===== src/rtl/inst_encoder.sv =====
// inst_encoder: packs decoded instruction field bundles into 32-bit ARM words,
// queues them in a small FIFO and drains them to the instruction-memory write
// port at auto-incrementing word addresses. A separate checker module holds
// the run-time properties of the write port.

module inst_encoder #(
  parameter int DEPTH     = 4,
  parameter int ADDR_W    = 10,
  parameter int BASE_ADDR = 0
) (
  input  logic              clk,
  input  logic              reset,
  input  logic              restart,
  input  logic              in_valid,
  output logic              in_ready,
  input  logic [1:0]        in_kind,
  input  logic [3:0]        in_cond,
  input  logic [3:0]        in_opcode,
  input  logic              in_s,
  input  logic              in_load,
  input  logic [3:0]        in_rn,
  input  logic [3:0]        in_rd,
  input  logic [3:0]        in_rm,
  input  logic [23:0]       in_imm,
  output logic              mem_we,
  input  logic              mem_ready,
  output logic [ADDR_W-1:0] mem_addr,
  output logic [31:0]       mem_wdata,
  output logic [15:0]       count,
  output logic              err
);

  localparam int PTR_W = (DEPTH > 1) ? $clog2(DEPTH) : 1;
  localparam logic [PTR_W:0]    FULL_OCC = (PTR_W + 1)'(DEPTH);
  localparam logic [ADDR_W-1:0] BASE_C   = ADDR_W'(BASE_ADDR);

  // Field packing: the inverse of the core's decode field map.
  function automatic logic [31:0] encode_word(
    input logic [1:0]  kind,
    input logic [3:0]  cond,
    input logic [3:0]  opcode,
    input logic        s_bit,
    input logic        load,
    input logic [3:0]  rn,
    input logic [3:0]  rd,
    input logic [3:0]  rm,
    input logic [23:0] imm
  );
    logic [31:0] word;
    word = 32'h0000_0000;
    word[31:28] = cond;
    case (kind)
      2'd0: begin
        word[27:25] = 3'b101;
        word[24]    = s_bit;       // link bit
        word[23:0]  = imm;
      end
      2'd1: begin
        word[27:25] = 3'b000;
        word[24:21] = opcode;
        word[20]    = s_bit;
        word[19:16] = rn;
        word[15:12] = rd;
        word[3:0]   = rm;
      end
      2'd2: begin
        word[27:25] = 3'b001;
        word[24:21] = opcode;
        word[20]    = s_bit;
        word[19:16] = rn;
        word[15:12] = rd;
        word[11:0]  = imm[11:0];
      end
      2'd3: begin
        word[27:25] = 3'b010;
        word[24]    = 1'b1;        // pre-indexed
        word[23]    = imm[12];     // up/down
        word[22]    = 1'b0;        // word access
        word[21]    = 1'b0;        // no write-back
        word[20]    = load;
        word[19:16] = rn;
        word[15:12] = rd;
        word[11:0]  = imm[11:0];
      end
      default: word = 32'h0000_0000;
    endcase
    return word;
  endfunction

  // Immediate forms only carry 12 (data) or 13 (load/store with U) bits.
  function automatic logic bundle_legal(input logic [1:0] kind, input logic [23:0] imm);
    logic ok;
    case (kind)
      2'd2:    ok = (imm[23:12] == 12'h000);
      2'd3:    ok = (imm[23:13] == 11'h000);
      default: ok = 1'b1;
    endcase
    return ok;
  endfunction

  logic [31:0]       fifo_q [DEPTH];
  logic [PTR_W-1:0]  wr_ptr_q, wr_ptr_d;
  logic [PTR_W-1:0]  rd_ptr_q, rd_ptr_d;
  logic [PTR_W:0]    occ_q, occ_d;
  logic [ADDR_W-1:0] addr_q, addr_d;
  logic [15:0]       count_q, count_d;
  logic              err_q, err_d;
  logic [31:0]       last_q, last_d;

  logic              empty_s;
  logic              full_s;
  logic              accept_s;
  logic              legal_s;
  logic              push_s;
  logic              pop_s;
  logic [31:0]       word_s;

  assign empty_s   = (occ_q == '0);
  assign full_s    = (occ_q == FULL_OCC);
  assign in_ready  = !full_s && !restart;
  assign mem_we    = !empty_s;
  assign mem_addr  = addr_q;
  assign mem_wdata = empty_s ? last_q : fifo_q[rd_ptr_q];
  assign count     = count_q;
  assign err       = err_q;

  // Handshake decode: legality, push and pop strobes for this cycle.
  always_comb begin
    word_s   = encode_word(in_kind, in_cond, in_opcode, in_s, in_load,
                           in_rn, in_rd, in_rm, in_imm);
    legal_s  = bundle_legal(in_kind, in_imm);
    accept_s = in_valid && in_ready;
    push_s   = accept_s && legal_s;
    pop_s    = mem_we && mem_ready && !restart;
  end

  // Next-state for pointers, occupancy, address, counter and sticky error.
  always_comb begin
    wr_ptr_d = wr_ptr_q;
    rd_ptr_d = rd_ptr_q;
    occ_d    = occ_q;
    addr_d   = addr_q;
    count_d  = count_q;
    err_d    = err_q;
    // The visible word is remembered so mem_wdata holds when the FIFO empties
    // and survives a restart.
    last_d   = mem_wdata;
    if (restart) begin
      wr_ptr_d = '0;
      rd_ptr_d = '0;
      occ_d    = '0;
      addr_d   = BASE_C;
      count_d  = 16'h0000;
      err_d    = 1'b0;
    end else begin
      if (push_s) begin
        wr_ptr_d = wr_ptr_q + PTR_W'(1);
      end else begin
        wr_ptr_d = wr_ptr_q;
      end
      if (pop_s) begin
        rd_ptr_d = rd_ptr_q + PTR_W'(1);
        addr_d   = addr_q + ADDR_W'(4);
        if (count_q != 16'hFFFF) begin
          count_d = count_q + 16'h0001;
        end else begin
          count_d = count_q;
        end
      end else begin
        rd_ptr_d = rd_ptr_q;
      end
      case ({push_s, pop_s})
        2'b10:   occ_d = occ_q + (PTR_W + 1)'(1);
        2'b01:   occ_d = occ_q - (PTR_W + 1)'(1);
        default: occ_d = occ_q;
      endcase
      if (accept_s && !legal_s) begin
        err_d = 1'b1;
      end else begin
        err_d = err_q;
      end
    end
  end

  // State registers with synchronous reset; reset outranks restart.
  always_ff @(posedge clk) begin
    if (reset) begin
      wr_ptr_q <= '0;
      rd_ptr_q <= '0;
      occ_q    <= '0;
      addr_q   <= BASE_C;
      count_q  <= 16'h0000;
      err_q    <= 1'b0;
      last_q   <= 32'h0000_0000;
    end else begin
      wr_ptr_q <= wr_ptr_d;
      rd_ptr_q <= rd_ptr_d;
      occ_q    <= occ_d;
      addr_q   <= addr_d;
      count_q  <= count_d;
      err_q    <= err_d;
      last_q   <= last_d;
    end
  end

  // FIFO storage: write the encoded word at the tail on every push.
  always_ff @(posedge clk) begin
    if (push_s && !reset && !restart) begin
      fifo_q[wr_ptr_q] <= word_s;
    end
  end

  inst_encoder_chk #(
    .ADDR_W (ADDR_W),
    .PTR_W  (PTR_W),
    .DEPTH  (DEPTH)
  ) u_chk (
    .clk       (clk),
    .reset     (reset),
    .restart   (restart),
    .mem_we    (mem_we),
    .mem_ready (mem_ready),
    .mem_addr  (mem_addr),
    .mem_wdata (mem_wdata),
    .in_ready  (in_ready),
    .occ       (occ_q)
  );

endmodule

// Run-time properties of the encoder's FIFO and write port.
module inst_encoder_chk #(
  parameter int ADDR_W = 10,
  parameter int PTR_W  = 2,
  parameter int DEPTH  = 4
) (
  input logic              clk,
  input logic              reset,
  input logic              restart,
  input logic              mem_we,
  input logic              mem_ready,
  input logic [ADDR_W-1:0] mem_addr,
  input logic [31:0]       mem_wdata,
  input logic              in_ready,
  input logic [PTR_W:0]    occ
);

  localparam logic [PTR_W:0] FULL_OCC = (PTR_W + 1)'(DEPTH);

  // A stalled write keeps its address and data.
  a_hold: assert property (@(posedge clk) disable iff (reset)
    (mem_we && !mem_ready && !restart) |=> ($stable(mem_addr) && $stable(mem_wdata)));

  // Occupancy never exceeds the FIFO size, and a full FIFO never accepts.
  a_occ: assert property (@(posedge clk) disable iff (reset)
    (occ <= FULL_OCC) && !(in_ready && (occ == FULL_OCC)));

  // The write request mirrors a non-empty FIFO.
  a_we: assert property (@(posedge clk) disable iff (reset)
    mem_we == (occ != '0));

endmodule


===== config.mk =====
export PLATFORM = sky130hd
export DESIGN_NAME = inst_encoder
export DESIGN_NICKNAME = d
export VERILOG_FILES = /design/src/rtl/inst_encoder.sv
export SDC_FILE = /design/constraint.sdc
export NUM_CORES = 1
export LEC_CHECK = 0
export CAP_MARGIN = 30
export CORE_MARGIN = 2
export CORE_UTILIZATION = 49
export CTS_CLUSTER_SIZE = 14
export DETAILED_ROUTE_END_ITERATION = 10
export PLACE_DENSITY = 0.86
export SYNTH_ARGS = -nofsm -noshare
export SYNTH_HDL_FRONTEND = slang
export SYNTH_SLANG_ARGS = --single-unit

===== constraint.sdc =====
create_clock -name clk -period 3.3 [get_ports clk]
set_clock_uncertainty 0.2 [all_clocks]
set_input_delay 0.66 -clock clk [delete_from_list [all_inputs] [get_ports clk]]
set_output_delay 0.66 -clock clk [all_outputs]
set_load 0.005 [all_outputs]

* Word-level counts from Yosys, hierarchy flattened *
Memory sizes are Yosys's and may differ from the RTL's. A register that Yosys moved wholly into a read port is not among the register bits.
Cells that the tools add are included.

storage, ports and cells
  register bits = 66
  memory bits (writable) = 128
  bits of input ports = 53
  output and inout port bits = 61
  logic and storage cells = 52
  memories kept = 1

memory list
  memory  depth  width  read ports  clocked after memory_dff  write ports  RTL line  RTL
  fifo_q  4      32     1           1                         1            101       logic [31:0] fifo_q [DEPTH];

operators by class
  $add $sub $neg = 6
  equality and inequality tests = 7
  multiplexer cells = 10
  reductions and logical operators = 21

operators by type and width
  kind                     number
  $pmux W16 S4             1
  $mux W32                 1
  $add A16 B1 Y16 const B  1
  $ne A16 B16 Y1 const B   1
  $logic_not A12 Y1        1
  $logic_not A11 Y1        1
  $add A10 B3 Y10 const B  1
  $logic_and A1 B1 Y1      8
  $mux W8                  1
  $pmux W4 S2              1
  $eq A2 B2 Y1 const B     3
  $pmux W3 S2              1
  $logic_not A1 Y1         5
  $add A2 B1 Y2 const B    2
  $eq A2 B1 Y1 const B     2
  $mux W2                  2
  $add A3 B1 Y3 const B    1
  $eq A3 B3 Y1 const B     1
  $logic_not A3 Y1         1
  $reduce_or A3 Y1         1
  $sub A3 B1 Y3 const B    1
  $logic_not A2 Y1         1
  $mux W1                  2
  $pmux W1 S2              1
  other kinds (3)          3

* Depth between registers and ports, before layout *
Gate-level depths: netlist (run 1).

  word-level depth = 9
  depth in mapped cells = 11
  gate-level depth less buffers = 10

* Worst setup path after synthesis (run 1) *
OpenSTA, ideal clock, no wires.

  kind = input-to-reg
  from = input in_imm[21]
  to = memory fifo_q[1][0] (enable)
  library setup time = 0.392 ns
  arrival time = 2.768 ns
  required time = 2.708 ns
  path slack = -0.060 ns
  stages = 4
  path buffers = 0
  cells stage by stage = or4_1 -> o41ai_2 -> and2_0 -> and3_1

on the way
  word-level cells in the longest chain between the ends = 7
  elaborated cells on any way between the ends = 8
  those cells by class = 3 x mux; 5 x reduce/logical

ends and longest elaborated chain
  element                                                 RTL line  RTL
  start, declared                                         24        input logic [23:0] in_imm,
  $logic_not A12 Y1 or $logic_not A11 Y1 (tied branches)  94, 95
  $pmux W1 S2 *                                           93        case (kind)
  $logic_and A1 B1 Y1 *                                   133       push_s = accept_s && legal_s;
  $logic_and A1 B1 Y1 * (2 in series)                     208       if (push_s && !reset && !restart) begin
  $mux W1 *                                               208
  $mux W1 (not written as such) *                         209       fifo_q[wr_ptr_q] <= word_s;
  end, declared                                           101

Mark *: on every way between the ends. The rest lies on a longest branch, timed or not.

==> results.md, run 1 <==
- Seq/Total Area, Yosys: 0.649
- Via count: ~5000
- Worst hold path class: reg -> reg
- Clock Latency Late Sink: 0.44 ns
- Sink of the worst hold path: mem_addr[9]$_SDFFE_PP0P_
- CTS buffer count: 17
- DIE WIDTH: 131 um
- First-pass GRT wire length: 27.6 mm
- Final worst slack: 0.107 ns
- Port buffer count: 111
- FFs w/ async S/R, synth: 0
- Post-placement worst setup slack: -0.377 ns
- Site Rows: 46
- Hold Crit Depth: 2
- Largest net degree at the start of global routing: 33
- DP Wirelength: 11.6 mm
- Critical path arrival: 2.33 ns
- Core Region: 0.0159 mm2
- GRT Overall Usage: 0.207
- Lkg Pwr: 0.00349 uW
- Max Fanout on Critical Path: 16
- Tot Pwr: 5020 uW
- Boundary Pins: 114
- Die Ht: 131 um
- Area delta synth->final: 28.5%
- RR Startpoint: occ_q[2]$_SDFFE_PP0P_
- Vias per inst: around 5.7
- Initial antenna violation count: 1
- Setup total negative slack: 0 ns
- Min Tclk post-route: 3.19 ns
- EDFF count, synth: ~130
- Top_reg_cell synth: edfxtp_1
- Avg Cell Area, Syn: 15.2 um2
- Bufs on Longest Clock Path: 2
- Yosys warnings: 0
- CTS H-tree lvls: 4
- # DRC: 0
- Peak VDD IR: 0.000380 V
- Setup violations, final: 0
- Power density cells: around 500 mW/mm2
- CTS tree: yes
- GPL Wtd Cong: 0.833
- CTS root buf: clkbuf_16
- Worst path required time: roughly 2.4 ns
- Clk sinks: 194
- Effective utilization at floorplan: 0.501
- Depth of the most critical reg-to-reg path: 9
- Fmax: 0.313 GHz
- Cell count after synthesis: ~530
- Die area: 0.0173 mm2
- Outcome: finished clean
- Wire per inst: 20.0 um
- Vias in the first global route: slightly above 5000
- Diode count: 0
- Drt first-iter violations: 341
- First-pass detailed-route iteration total: 4
- GRT overflow: 0
- Routed wire length: 17.7 mm
- Final ANT Viol Nets: 0
- Max Cap Viol: 0
- Number of max-slew violations in the final report: 0
- Critical path capture point type: primary output
- Flops & latches, synth: 194
- Commonest non-fill, non-tap cells in the layout: edfxtp_1, clkdlybuf4s50_1, dfxtp_1
- Min Hold Slack: 0.301 ns
- Final hold violation count: 0
- Fin crit share: 0.967
- Final net count: slightly above 700
- Setup slack, reg-to-reg: roughly 0.73 ns
- Hold path start: mem_addr[9]$_SDFFE_PP0P_
- Worst setup path category: reg -> out
- Share of layout cells above drive strength 1: 0.230
- Worst R2R End: occ_q[2]$_SDFFE_PP0P_
- Syn Std Cell Area: ~0.008 mm2
- Slew margin rel.: 0.461
- Post-CTS Hold Buffers: 0
- RSZ-0062 raised after global routing: no
- Post-CTS Setup Inserts: 0
- Clk slew on worst S/H paths: approximately 0.06 ns
- Slew @ Worst Pin: 0.799 ns
- Synth cell types: 52
- CP Launch Type: flip-flop
- Commonest non-fill, non-tap cell in the layout: edfxtp_1
-- critical path: stages, from the launching register on --
cell	delay [ns]
dfxtp_2	0.39
clkbuf_16	0.23
mux4_2	0.53
mux2_2	0.28
clkdlybuf4s50_1	0.45
-- power breakdown --
group          total, uW  switching [uW]  internal, uW
clock               2140             876          1270
combinational        266             120           146
sequential          2610            5.18          2610
total               5020            1000          4020
-- Yosys cell counts, types with 4 or more instances --
library cell  instances  area (um2)
mux2_2               44         495
inv_1                13        48.8
mux4_2               32         721
xnor2_1               5        43.8
a211oi_1              4        30.0
mux2i_1               9        90.1
a21oi_1              17        85.1
edfxtp_1            128        3840
nor4_1                4        25.0
o31ai_1               5        37.5
nand2_1              15        56.3
or4_1                 9        67.6
or3_1                 6        37.5
nand3_1               7        35.0
dfxtp_1              66        1320
nand4_1               7        43.8
nor2_1               22        82.6
buf_2                 7        35.0
clkbuf_1             17        63.8
and3_1                6        37.5
nor3_1                5        25.0
ha_1                  7        87.6
nor2b_1              35         219
o21ai_0               5        25.0
xor2_1                4        35.0
and2_1               11        68.8
-- state kept, by name, summed over array words and instances, names as in the netlist, named ones only --
| register | flops |
|---|---|
| count | 16 |
| err | 1 |
| fifo_q | 128 |
| last_q | 32 |
| mem_addr | 8 |
| occ_q | 3 |
| rd_ptr_q | 2 |
| wr_ptr_q | 2 |
-- layout make-up --
class	count	area, um2
timing repair buffer	142	1490
multi-input combinational	290	2630
inverter	13	48.8
fill	1112	5660
clock buffer	18	429
tap	216	270
sequential	194	5170
clock inverter	14	185
-- through the flow --
step	utilization	area (um2)	cells
6_report	0.644	10200	887
5_1_grt	0.644	10200	887
4_1_cts	0.642	10200	886
3_5_place_dp	0.603	9580	854
3_3_place_gp	0.603	9580	854
2_1_floorplan	-	7970	526
-- cell families (layout without fill, tap and decap cells) --
group                    after synthesis  count (layout)  share of synthesized area
AO/OA/AOI/OAI                         48              48                     0.0412
XOR/XNOR                               9               9                    0.00990
adder cells (fa/ha/maj)                8               8                     0.0135
buffers and inverters                 42             187                     0.0233
flip-flops                           194             194                      0.649
multiplexers                          85              85                      0.164
other                                  1               2                   0.000471
AND/OR/NAND/NOR                      138             138                     0.0990
-- routing by layer --
metal / vias to the layer above / track usage / wire [um]
li1: 2270 / - / -
met3: 32 / 0.0633 / 1150
met5: - / 0 / 13
met1: 2522 / 0.256 / 7160
met2: 188 / 0.350 / 9080
met4: 2 / 0.0688 / 322
-- how the worst max path moves through the flow --
stage	start	to	slack (ns)	depth (start not counted)
after floorplan	in_imm[21]	occ_q[2]$_SDFFE_PP0P_	0.17	10
after detailed placement	in_imm[21]	occ_q[2]$_SDFFE_PP0P_	-0.38	12
final	flip-flop	mem_wdata[18]	0.11	4
after CTS	flip-flop	mem_wdata[31]	0.03	4
after global routing	flip-flop	mem_wdata[22]	0.008	4
after global placement	in_imm[21]	occ_q[2]$_SDFFE_PP0P_	-0.24	12
-- what timing repair did --
item	4_1_cts	5_1_grt
endpoints found under the hold margin	0	0
endpoints found under the setup margin	0	9
resized for setup	0	3
(Power assumes the default switching activity.)
==> inputs of run 2 (changes only) <==
GPL_TIMING_DRIVEN = 0   (was default)
==> run 2 against run 1 <==
Cell area is 1.9% lower. Maximum frequency fell by 0.40%. First-iteration DRC count is 2.6% higher. Sequential cell count stayed put. Total power is 3.5% lower. Worst setup slack worse by 0.013 ns. Largest cell class unchanged.
==> results.md, run 2 (synthesis gave the netlist of run 1 again) <==
- Vias in the first global route: 5147 (-0.77%)
- CTS root buf: clkbuf_16
- Effective utilization at floorplan: 0.501 (unchanged)
- CP most frequent cell: inv_1
- Post-placement worst setup slack: -0.820 ns (-0.443 ns)
- CTS buffer count: 17 (unchanged)
- CP Launch Type: input pin
- Fmax: 0.312 GHz (-0.40%)
- Commonest non-fill, non-tap cell in the layout: edfxtp_1
- Final ANT Viol Nets: 0 (unchanged)
- Area delta synth->final: 26.0%
- Min Tclk post-route: 3.21 ns (+0.0127 ns)
- Setup violations, final: 0 (unchanged)
- GRT overflow: 0 (unchanged)
- Worst hold path class: reg -> reg
- Drt first-iter violations: 350 (+2.6%)
- Final worst slack: 0.0948 ns (-0.0127 ns)
- Site Rows: 46 (unchanged)
- Vias per inst: 5.63 (-0.36%)
- Clock Latency Late Sink: 0.43 ns (about the same)
- Power density cells: 483 mW/mm2 (-1.6%)
- Boundary Pins: 114 (unchanged)
- CTS tree: yes
- Slowest cell on crit path: or4_1
- DIE WIDTH: 131 um (unchanged)
- Final hold violation count: 0 (unchanged)
- Setup total negative slack: 0 ns (unchanged)
- Worst path required time: 3.46 ns (+1.02 ns)
- Max FFs per register: 128 (unchanged)
- Wire per inst: 20.4 um (+2.1%)
- Min Hold Slack: 0.317 ns (+0.0168 ns)
- Setup slack, reg-to-reg: 0.41 ns (-0.32 ns)
- Worst setup path category: in -> reg
- Outcome: finished clean
- Crit path cell chain: clkdlybuf4s50_1 > or4_1 > o41ai_4 > and2_4 > inv_1 > ha_1 > inv_1 > fa_2 > xor2_1 > or3_1 > a21oi_2
- Peak VDD IR: 0.000389 V (+2.3%)
- RSZ-0062 raised after global routing: no
- CTS H-tree lvls: 4 (unchanged)
- Critical path capture point type: flip-flop
- Post-Route Utilization: 0.632 (-0.0124)
- Final net count: 719 (unchanged)
- DP Wirelength: 11.7 mm (+0.61%)
- Depth of the most critical reg-to-reg path: 10 (+1)
- Initial antenna violation count: 1 (unchanged)
- Via count: 4996 (-0.36%)
- CP peak stage delay: 0.58 ns (+0.05 ns)
- Clk sinks: 194 (unchanged)
- Lkg Pwr: 0.00339 uW (-2.7%)
- Share of layout cells above drive strength 1: 0.212 (-0.0179)
- Fin cells: 887 (unchanged)
- RR Startpoint: occ_q[2]$_SDFFE_PP0P_
- First-pass detailed-route iteration total: 4 (unchanged)
- Fin crit share: 0.971 (+0.00385)
- Commonest non-fill, non-tap cells in the layout: edfxtp_1, clkdlybuf4s50_1, dfxtp_1
- # DRC: 0 (unchanged)
- Slew @ Worst Pin: 0.875 ns (+0.0768 ns)
- Most flop-heavy register: fifo_q
- Routed wire length: 18.1 mm (+2.1%)
- Port buffer count: 109 (-1.8%)
- First-pass GRT wire length: 28.0 mm (+1.3%)
- Max Fanout on Critical Path: 6 (-10)
- GPL Wtd Cong: 0.897 (+7.7%)
- Placed cell count: 851 (-0.35%)
- CP startpoint: in_imm[23]
- Largest net degree at the start of global routing: 33 (unchanged)
- Critical path arrival: 3.37 ns (+1.04 ns)
- Clk slew on worst S/H paths: 0.07 ns (about the same)
- Slew margin rel.: 0.411 (-0.0498)
- GRT Overall Usage: 0.212 (+0.00460)
- Number of max-slew violations in the final report: 0 (unchanged)
- Max Cap Viol: 0 (unchanged)
- Post-CTS Hold Buffers: 0 (unchanged)
- Bufs on Longest Clock Path: 2 (unchanged)
- Die Ht: 131 um (unchanged)
- Diode count: 0 (unchanged)
- Die area: 0.0173 mm2 (unchanged)
- Core Region: 0.0159 mm2 (unchanged)
- Crit path to: occ_q[2]$_SDFFE_PP0P_
- Worst R2R End: occ_q[2]$_SDFFE_PP0P_
-- run 2: cell types whose count changed in the layout (fill, tap and decap cells not counted), sizes merged, moves of 3 or more --
cell	delta
clkdlybuf4s50	-3
buf	-12
bufinv	-3
clkbuf	+14
-- run 2: how the worst min path moves through the flow --
| stage | startpoint | endpoint | depth (start not counted) |
|---|---|---|---|
| final | mem_addr[9]$_SDFFE_PP0P_ | mem_addr[9]$_SDFFE_PP0P_ | 2 |
| after global routing | err$_SDFFE_PP0P_ | err$_SDFFE_PP0P_ | 1 |
| after CTS | mem_addr[9]$_SDFFE_PP0P_ | mem_addr[9]$_SDFFE_PP0P_ | 2 |
| after detailed placement | mem_addr[9]$_SDFFE_PP0P_ | mem_addr[9]$_SDFFE_PP0P_ | 2 |
| after global placement | wr_ptr_q[0]$_SDFFE_PP0P_ | wr_ptr_q[0]$_SDFFE_PP0P_ | 2 |
| after floorplan | mem_addr[9]$_SDFFE_PP0P_ | mem_addr[9]$_SDFFE_PP0P_ | 2 |
-- run 2: critical path, delay by kind of cell --
kind / cells / cell delay, ns
AND/OR/NAND/NOR: 3 / 1.15
buffers and inverters: 3 / 0.58
AO/OA/AOI/OAI: 2 / 0.51
adder cells (fa/ha/maj): 2 / 0.41
XOR/XNOR: 1 / 0.07
-- run 2: cell type report --
class	count	area, um2
fillers	1146	5850
clock buffers	19	433
well taps	216	270
inverters	13	48.8
clock inverters	13	129
flip-flops and latches	194	5170
repair buffers	115	1140
multi-input cells	290	2670
plain buffers	27	170
-- run 2: metal layers --
metal / vias to the layer above / wire length (um) / GRT usage
li1: 2264 / - / -
met1: 2541 / 7540 / 0.262
met2: 156 / 9180 / 0.362
met3: 33 / 999 / 0.0610
met4: 2 / 370 / 0.0652
met5: - / 14 / 0
-- run 2: per-stage QoR --
stage	power, uW	instance area (um2)
after floorplan	2780	7970
after CTS	4870	9990
final	4850	10000
after detailed placement	2920	9330
after global placement	2910	9330
after global routing	4990	10000
-- run 2: where the power goes --
group | internal [uW] | total (uW) | switching (uW)
Sequential | 2610 | 2610 | 4.61
Clock | 1060 | 1970 | 913
Combinational | 141 | 265 | 124
Total | 3800 | 4850 | 1040
-- run 2: what timing repair did --
item                                   CTS  global route
endpoints found under the hold margin    0             0
setup endpoints to repair              163            14
resized for setup                       21            12
pin swaps                                2             1
buffers inserted                         4             1
